--- src/rtl/op_decoder_pkg.sv ---
// Shared opcode, ALU-op and control-bundle encodings for the decode stage.
// The OP_DECODER_ILLEGAL_TRAP_EN build makes ST_TRAP reachable.
package op_decoder_pkg;

    localparam int CTRL_W = 10;

    // Control bundle bit positions, MSB first
    localparam int CB_BRANCH   = 9;
    localparam int CB_J1       = 8;
    localparam int CB_J2       = 7;
    localparam int CB_WEDM     = 6;
    localparam int CB_WEREG    = 5;
    localparam int CB_WEREGDM  = 4;
    localparam int CB_ALUOP    = 3;
    localparam int CB_IMM      = 2;
    localparam int CB_WESTATUS = 1;
    localparam int CB_WERETURN = 0;

    localparam logic [4:0] OPC_RTYPE = 5'b00000;
    localparam logic [4:0] OPC_J     = 5'b00001;
    localparam logic [4:0] OPC_BNE   = 5'b00010;
    localparam logic [4:0] OPC_JAL   = 5'b00011;
    localparam logic [4:0] OPC_JR    = 5'b00100;
    localparam logic [4:0] OPC_ADDI  = 5'b00101;
    localparam logic [4:0] OPC_BLT   = 5'b00110;
    localparam logic [4:0] OPC_SW    = 5'b00111;
    localparam logic [4:0] OPC_LW    = 5'b01000;
    localparam logic [4:0] OPC_SETX  = 5'b10101;
    localparam logic [4:0] OPC_BEX   = 5'b10110;

    localparam logic [4:0] ALU_MUL = 5'b00110;
    localparam logic [4:0] ALU_DIV = 5'b00111;

    localparam logic [CTRL_W-1:0] CTRL_RTYPE = 10'b0000101010;
    localparam logic [CTRL_W-1:0] CTRL_J     = 10'b0100000000;
    localparam logic [CTRL_W-1:0] CTRL_BNE   = 10'b1000000000;
    localparam logic [CTRL_W-1:0] CTRL_JAL   = 10'b0100000001;
    localparam logic [CTRL_W-1:0] CTRL_JR    = 10'b0010000000;
    localparam logic [CTRL_W-1:0] CTRL_ADDI  = 10'b0000101110;
    localparam logic [CTRL_W-1:0] CTRL_BLT   = 10'b1000000000;
    localparam logic [CTRL_W-1:0] CTRL_SW    = 10'b0001000100;
    localparam logic [CTRL_W-1:0] CTRL_LW    = 10'b0000110100;
    localparam logic [CTRL_W-1:0] CTRL_SETX  = 10'b0000000010;
    localparam logic [CTRL_W-1:0] CTRL_BEX   = 10'b1000000000;

    typedef enum logic [1:0] {
        ST_EMPTY   = 2'd0,
        ST_FULL    = 2'd1,
        ST_MD_WAIT = 2'd2,
        ST_TRAP    = 2'd3
    } state_t;

endpackage

--- src/rtl/op_decoder_lut.sv ---
// Combinational opcode/ALU-op decode into the control bundle plus
// mul/div and illegal-opcode flags.
import op_decoder_pkg::*;

module op_decoder_lut #(
    parameter int OP_W = 5
) (
    input  logic [OP_W-1:0]   opcode,
    input  logic [4:0]        alu_op,
    output logic [CTRL_W-1:0] ctrl,
    output logic              is_muldiv,
    output logic              illegal
);

    always_comb begin
        ctrl    = '0;
        illegal = 1'b0;
        case (opcode)
            OP_W'(OPC_RTYPE): ctrl = CTRL_RTYPE;
            OP_W'(OPC_J):     ctrl = CTRL_J;
            OP_W'(OPC_BNE):   ctrl = CTRL_BNE;
            OP_W'(OPC_JAL):   ctrl = CTRL_JAL;
            OP_W'(OPC_JR):    ctrl = CTRL_JR;
            OP_W'(OPC_ADDI):  ctrl = CTRL_ADDI;
            OP_W'(OPC_BLT):   ctrl = CTRL_BLT;
            OP_W'(OPC_SW):    ctrl = CTRL_SW;
            OP_W'(OPC_LW):    ctrl = CTRL_LW;
            OP_W'(OPC_SETX):  ctrl = CTRL_SETX;
            OP_W'(OPC_BEX):   ctrl = CTRL_BEX;
            default:          illegal = 1'b1;
        endcase
    end

    assign is_muldiv = (opcode == OP_W'(OPC_RTYPE)) &&
                       ((alu_op == ALU_MUL) || (alu_op == ALU_DIV));

endmodule

--- src/rtl/op_decoder_stage.sv ---
// Registered decode stage with valid/ready output slot and mul/div hold.
// Define OP_DECODER_ILLEGAL_TRAP_EN to stall in ST_TRAP after an illegal opcode.
import op_decoder_pkg::*;

module op_decoder_stage #(
    parameter int INSTR_W       = 32,
    parameter int OP_W          = 5,
    parameter int MULDIV_CYCLES = 32
) (
    input  logic               clock,
    input  logic               reset_n,
    input  logic               flush,
    input  logic               in_valid,
    input  logic [INSTR_W-1:0] in_instr,
    output logic               in_ready,
    output logic               out_valid,
    input  logic               out_ready,
    output logic [CTRL_W-1:0]  out_ctrl,
    output logic [INSTR_W-1:0] out_instr,
    output logic               md_start,
    output logic               md_busy,
    output logic               out_illegal
);

    localparam int CNT_W = (MULDIV_CYCLES > 1) ? $clog2(MULDIV_CYCLES) : 1;

    logic [CTRL_W-1:0] lut_ctrl;
    logic              lut_md;
    logic              lut_illegal;
    state_t            state, state_n;
    logic [CNT_W-1:0]  cnt, cnt_n;
    logic              accept;
    logic              trap_on_drain;

    op_decoder_lut #(.OP_W(OP_W)) u_lut (
        .opcode    (in_instr[INSTR_W-1 -: OP_W]),
        .alu_op    (in_instr[6:2]),
        .ctrl      (lut_ctrl),
        .is_muldiv (lut_md),
        .illegal   (lut_illegal)
    );

`ifdef OP_DECODER_ILLEGAL_TRAP_EN
    logic illegal_q;
    assign out_illegal   = illegal_q;
    assign trap_on_drain = illegal_q;
    // An illegal instruction must drain alone so the stage lands in ST_TRAP
    assign in_ready = !flush && ((state == ST_EMPTY) ||
                                 ((state == ST_FULL) && out_ready && !illegal_q));
`else
    logic unused_illegal;
    assign unused_illegal = lut_illegal;
    assign out_illegal    = 1'b0;
    assign trap_on_drain  = 1'b0;
    assign in_ready = !flush && ((state == ST_EMPTY) ||
                                 ((state == ST_FULL) && out_ready));
`endif

    assign accept    = in_valid && in_ready;
    assign out_valid = (state == ST_FULL);
    assign md_busy   = (state == ST_MD_WAIT);

    always_comb begin
        state_n = state;
        cnt_n   = cnt;
        if (flush) begin
            state_n = ST_EMPTY;
            cnt_n   = '0;
        end else if (accept) begin
            if (lut_md) begin
                state_n = ST_MD_WAIT;
                cnt_n   = CNT_W'(MULDIV_CYCLES - 1);
            end else begin
                state_n = ST_FULL;
            end
        end else begin
            case (state)
                ST_FULL: if (out_ready) state_n = trap_on_drain ? ST_TRAP : ST_EMPTY;
                ST_MD_WAIT: begin
                    if (cnt == '0) state_n = ST_FULL;
                    else           cnt_n   = cnt - CNT_W'(1);
                end
                default: ;
            endcase
        end
    end

    always_ff @(posedge clock or negedge reset_n) begin
        if (!reset_n) begin
            state     <= ST_EMPTY;
            cnt       <= '0;
            out_ctrl  <= '0;
            out_instr <= '0;
            md_start  <= 1'b0;
`ifdef OP_DECODER_ILLEGAL_TRAP_EN
            illegal_q <= 1'b0;
`endif
        end else begin
            state    <= state_n;
            cnt      <= cnt_n;
            md_start <= accept && lut_md;
            // Payload is left stale on flush; only out_valid qualifies it
            if (accept) begin
                out_ctrl  <= lut_ctrl;
                out_instr <= in_instr;
            end
`ifdef OP_DECODER_ILLEGAL_TRAP_EN
            if (flush)       illegal_q <= 1'b0;
            else if (accept) illegal_q <= lut_illegal;
`endif
        end
    end

endmodule
--- config.mk ---
export PLATFORM = sky130hd
export DESIGN_NAME = op_decoder_stage
export DESIGN_NICKNAME = d
export VERILOG_FILES = /design/src/rtl/op_decoder_pkg.sv /design/src/rtl/op_decoder_lut.sv /design/src/rtl/op_decoder_stage.sv
export SDC_FILE = /design/constraint.sdc
export NUM_CORES = 1
export LEC_CHECK = 0
export CORE_MARGIN = 4
export CORE_UTILIZATION = 48
export CTS_BUF_LIST = sky130_fd_sc_hd__clkbuf_2 sky130_fd_sc_hd__clkbuf_4 sky130_fd_sc_hd__clkbuf_8
export CTS_CLUSTER_DIAMETER = 100
export DETAILED_ROUTE_END_ITERATION = 12
export PLACE_DENSITY = 0.95
export SLEW_MARGIN = 10
export SYNTH_ARGS = -nofsm -noshare
export SYNTH_HDL_FRONTEND = slang
export SYNTH_SLANG_ARGS = --single-unit
export TNS_END_PERCENT = 5
--- constraint.sdc ---
create_clock -name clock -period 4.7 [get_ports clock]
set_input_delay 0.94 -clock clock [delete_from_list [all_inputs] [get_ports clock]]
set_output_delay 0.94 -clock clock [all_outputs]
set_load 0.05 [all_outputs]
==> flow_summary.toml <==
[floorplan]
die_h_um = 75.3
core_area_um2 = 4350
start_util_pct = 49.9
rows = 24
chipWidth_um = 75.3
die_area_um2 = 5670
pin_count = 84

[global_routing]
grt.total_usage_pct = 20.2
grt_max_degree = 51
grt_pass1_wl_um = 8640
grt_pass1_vias = 1910
antenna_found_initial = 0
overflow = 0

[routing]
totalWireLength_um = 5480
drt-initial-drc-count = 190
avgViaCountPerCell = 5.25
ant_nets = 0
drt-wirelength-per-cell_um = 14.8
drcViolationCount = 0
firstDrtPassIters = 4
vias = 1938

[sta]
timing.fmax_ghz = 0.263
slew_violations = 0
finalSetupTns_ps = 0
setup_viol_count_final = 0
period_share_pct = 80.9
period_needed_ps = 3800
tightest_slew_ps = 1020
skew_ps = 5.26
slew_headroom_pct = 32.3
rsz0062_at_grt = "no"
hold_violations = 0

[power]
power.leakage_nw = 1.51
p_sw_share_pct = 37.1
p_seq_share_pct = 42.8
p_int_mw = 0.759
p_clk_share_pct = 21.9
ir_drop_v = 0.000236
combPwrFrac_pct = 35.3
power.switching_mw = 0.448
p_per_area_nw_per_um2 = 383

[worst_setup_path]
critical-path-max-stage-delay_ps = 810
worst-path-buf-inv = 3
cp-start-kind = "primary input"
critical_path_peak_fanout = 11
cpLargestDelayFamily = "buffers and inverters"
crit_top_cell = "clkdlybuf4s50_1"
crit_path_end_kind = "output port"
required_ps = 3760
arrival_ps = 2860
cp_slowest_cell = "clkdlybuf4s50_1"
path_class = "in2out"
cp_cell_sequence = "clkdlybuf4s50_1 > inv_1 > o211a_1 > clkdlybuf4s50_1"

[yosys]
ys_seq_elements = 50
avgSynthCellArea_um2 = 9.20
synthCells = 236
synth.distinct_cells = 34
ys_warn_count = 0
netlist_area_um2 = 2170
syn-num-nets = 274
ys.flop_type = "dfrtp_1"
async_flop_share_pct = 100
synth-edff-count = 0
ys_seq_area_share_pct = 57.6

[cts]
clkLatencyLatePin_ps = 300
cts_made_buffers = 5
cts_resized = 0
clock-sinks = 50
post_cts_buffers = 0
cts_root_buf = "clkbuf_8"
hold_buffers = 0
htreeDepth = 2
cts_tree = "done"
path_clk_slew_ps = 90
clk_path_buf_depth = 2

[flow_run]
cap_violations = 0

[layout]
num_antenna_cells = 0
fill_cells = 331
area_growth_pct = 44.9
nets = 354
fin_cells = 369
drive_gt1_share_pct = 7.26

[place]
hpwl_um = 4030
place_inst = 360
gp_congestion = 0.873
portBuffers = 82

[status]
status = "complete, no violations"

[hold_path]
hold_class = "reg2reg"
[state kept, by name (all words and copies together), names as in the netlist]
signal,cells
out_ctrl,10
state,2
cnt,5
md_start,1
out_instr,32
[routing by layer]
metal / vias to the layer above / GRT usage (%) / part of all wire [%]
li1: 935 / - / -
met2: 84 / 34.5 / 51
met4: 0 / 10.5 / 2.8
met5: - / 0 / 0
met1: 905 / 23.7 / 39
met3: 14 / 4.81 / 7.9
[cells by family after synthesis]
kind of cell | synth area share (%)
AND/OR/NAND/NOR | 26.2
flip-flops | 57.6
AO/OA/AOI/OAI | 9.79
buffers and inverters | 3.63
multiplexers | 2.07
adder cells (fa/ha/maj) | 0.576
other | 0.173
[synthesized netlist by cell type (2+ instances only)]
cell type / instances / share of area [%]
nand2_1: 106 / 18
dfrtp_1: 50 / 58
inv_1: 7 / 1.2
nand3_1: 7 / 1.6
clkbuf_1: 6 / 1.0
nor2_1: 6 / 1.0
nor3_1: 6 / 1.4
o21ai_0: 6 / 1.4
a211oi_1: 4 / 1.4
mux2_2: 4 / 2.1
a21o_1: 3 / 1.0
buf_2: 3 / 0.69
a2111oi_0: 2 / 0.81
a41o_2: 2 / 1.0
and3_1: 2 / 0.58
buf_1: 2 / 0.35
o31ai_1: 2 / 0.69
o41ai_1: 2 / 0.81
[cells in the final DEF (no fill, tap or decap), types with 2 or more instances in the layout]
cell type / count
o31ai_1: 2
mux2_2: 4
a21o_1: 3
and3_1: 2
a211oi_1: 4
inv_1: 7
clkbuf_8: 6
dfrtp_1: 50
a41o_2: 2
a2111oi_0: 2
nand3_1: 7
nor2_1: 6
nor3_1: 6
o21ai_0: 6
buf_4: 2
clkdlybuf4s50_1: 81
o41ai_1: 2
nand2_1: 106
[worst register-to-register path: cells and delay by family (launching register included)]
| family | cells | cell delay (ps) |
|---|---|---|
| multiplexers | 1 | 360 |
| AND/OR/NAND/NOR | 2 | 690 |
| buffers and inverters | 1 | 70 |
| AO/OA/AOI/OAI | 1 | 230 |
| flip-flops | 1 | 400 |
| adder cells (fa/ha/maj) | 1 | 220 |
[cell type report]
type | count | area (um^2) | area share (%)
inverter | 7 | 26.3 | 0.835
sequential | 50 | 1250 | 39.7
timing repair buffer | 85 | 851 | 27.0
multi-input combinational | 167 | 860 | 27.3
clock inverter | 1 | 5.00 | 0.159
tap | 52 | 65.1 | 2.07
clock buffer | 7 | 90.1 | 2.86
[metrics by stage]
| step | power [mW] | instance area [um^2] | util (%) | setup WS, ps | hold slack, ps |
|---|---|---|---|---|---|
| floorplan | 0.783 | 2170 | - | 2300 | 478 |
| global placement | 0.940 | 3030 | 69.7 | 973 | 456 |
| detailed placement | 0.952 | 3030 | 69.7 | 918 | 461 |
| CTS | 1.21 | 3130 | 71.8 | 919 | 481 |
| global route | 1.26 | 3150 | 72.3 | 822 | 492 |
| finish | 1.21 | 3150 | 72.3 | 898 | 476 |
[final timing paths]
check / to / depth (start not counted) / slack [ps] / start
hold reg to reg: out_ctrl[0] / 2 / 480 / out_ctrl[0]
hold / removal: out_ctrl[0] / 2 / 480 / out_ctrl[0]
min in group asynchronous: out_instr[30] / 1 / 610 / reset_n
setup / recovery: in_ready / 4 / 900 / flush
max in group asynchronous: cnt[3] / 2 / 3570 / reset_n
setup reg to reg: cnt[1] / 6 / 2620 / cnt[0]
[power groups by stage]
stage	logic, mW	registers [mW]	clock network (mW)
CTS	0.428	0.517	0.268
floorplan	0.0930	0.690	0
finish	0.426	0.517	0.265
global placement	0.418	0.522	0
detailed placement	0.427	0.525	0
global route	0.454	0.523	0.283
No activity file was read; power rests on OpenSTA's default activity.
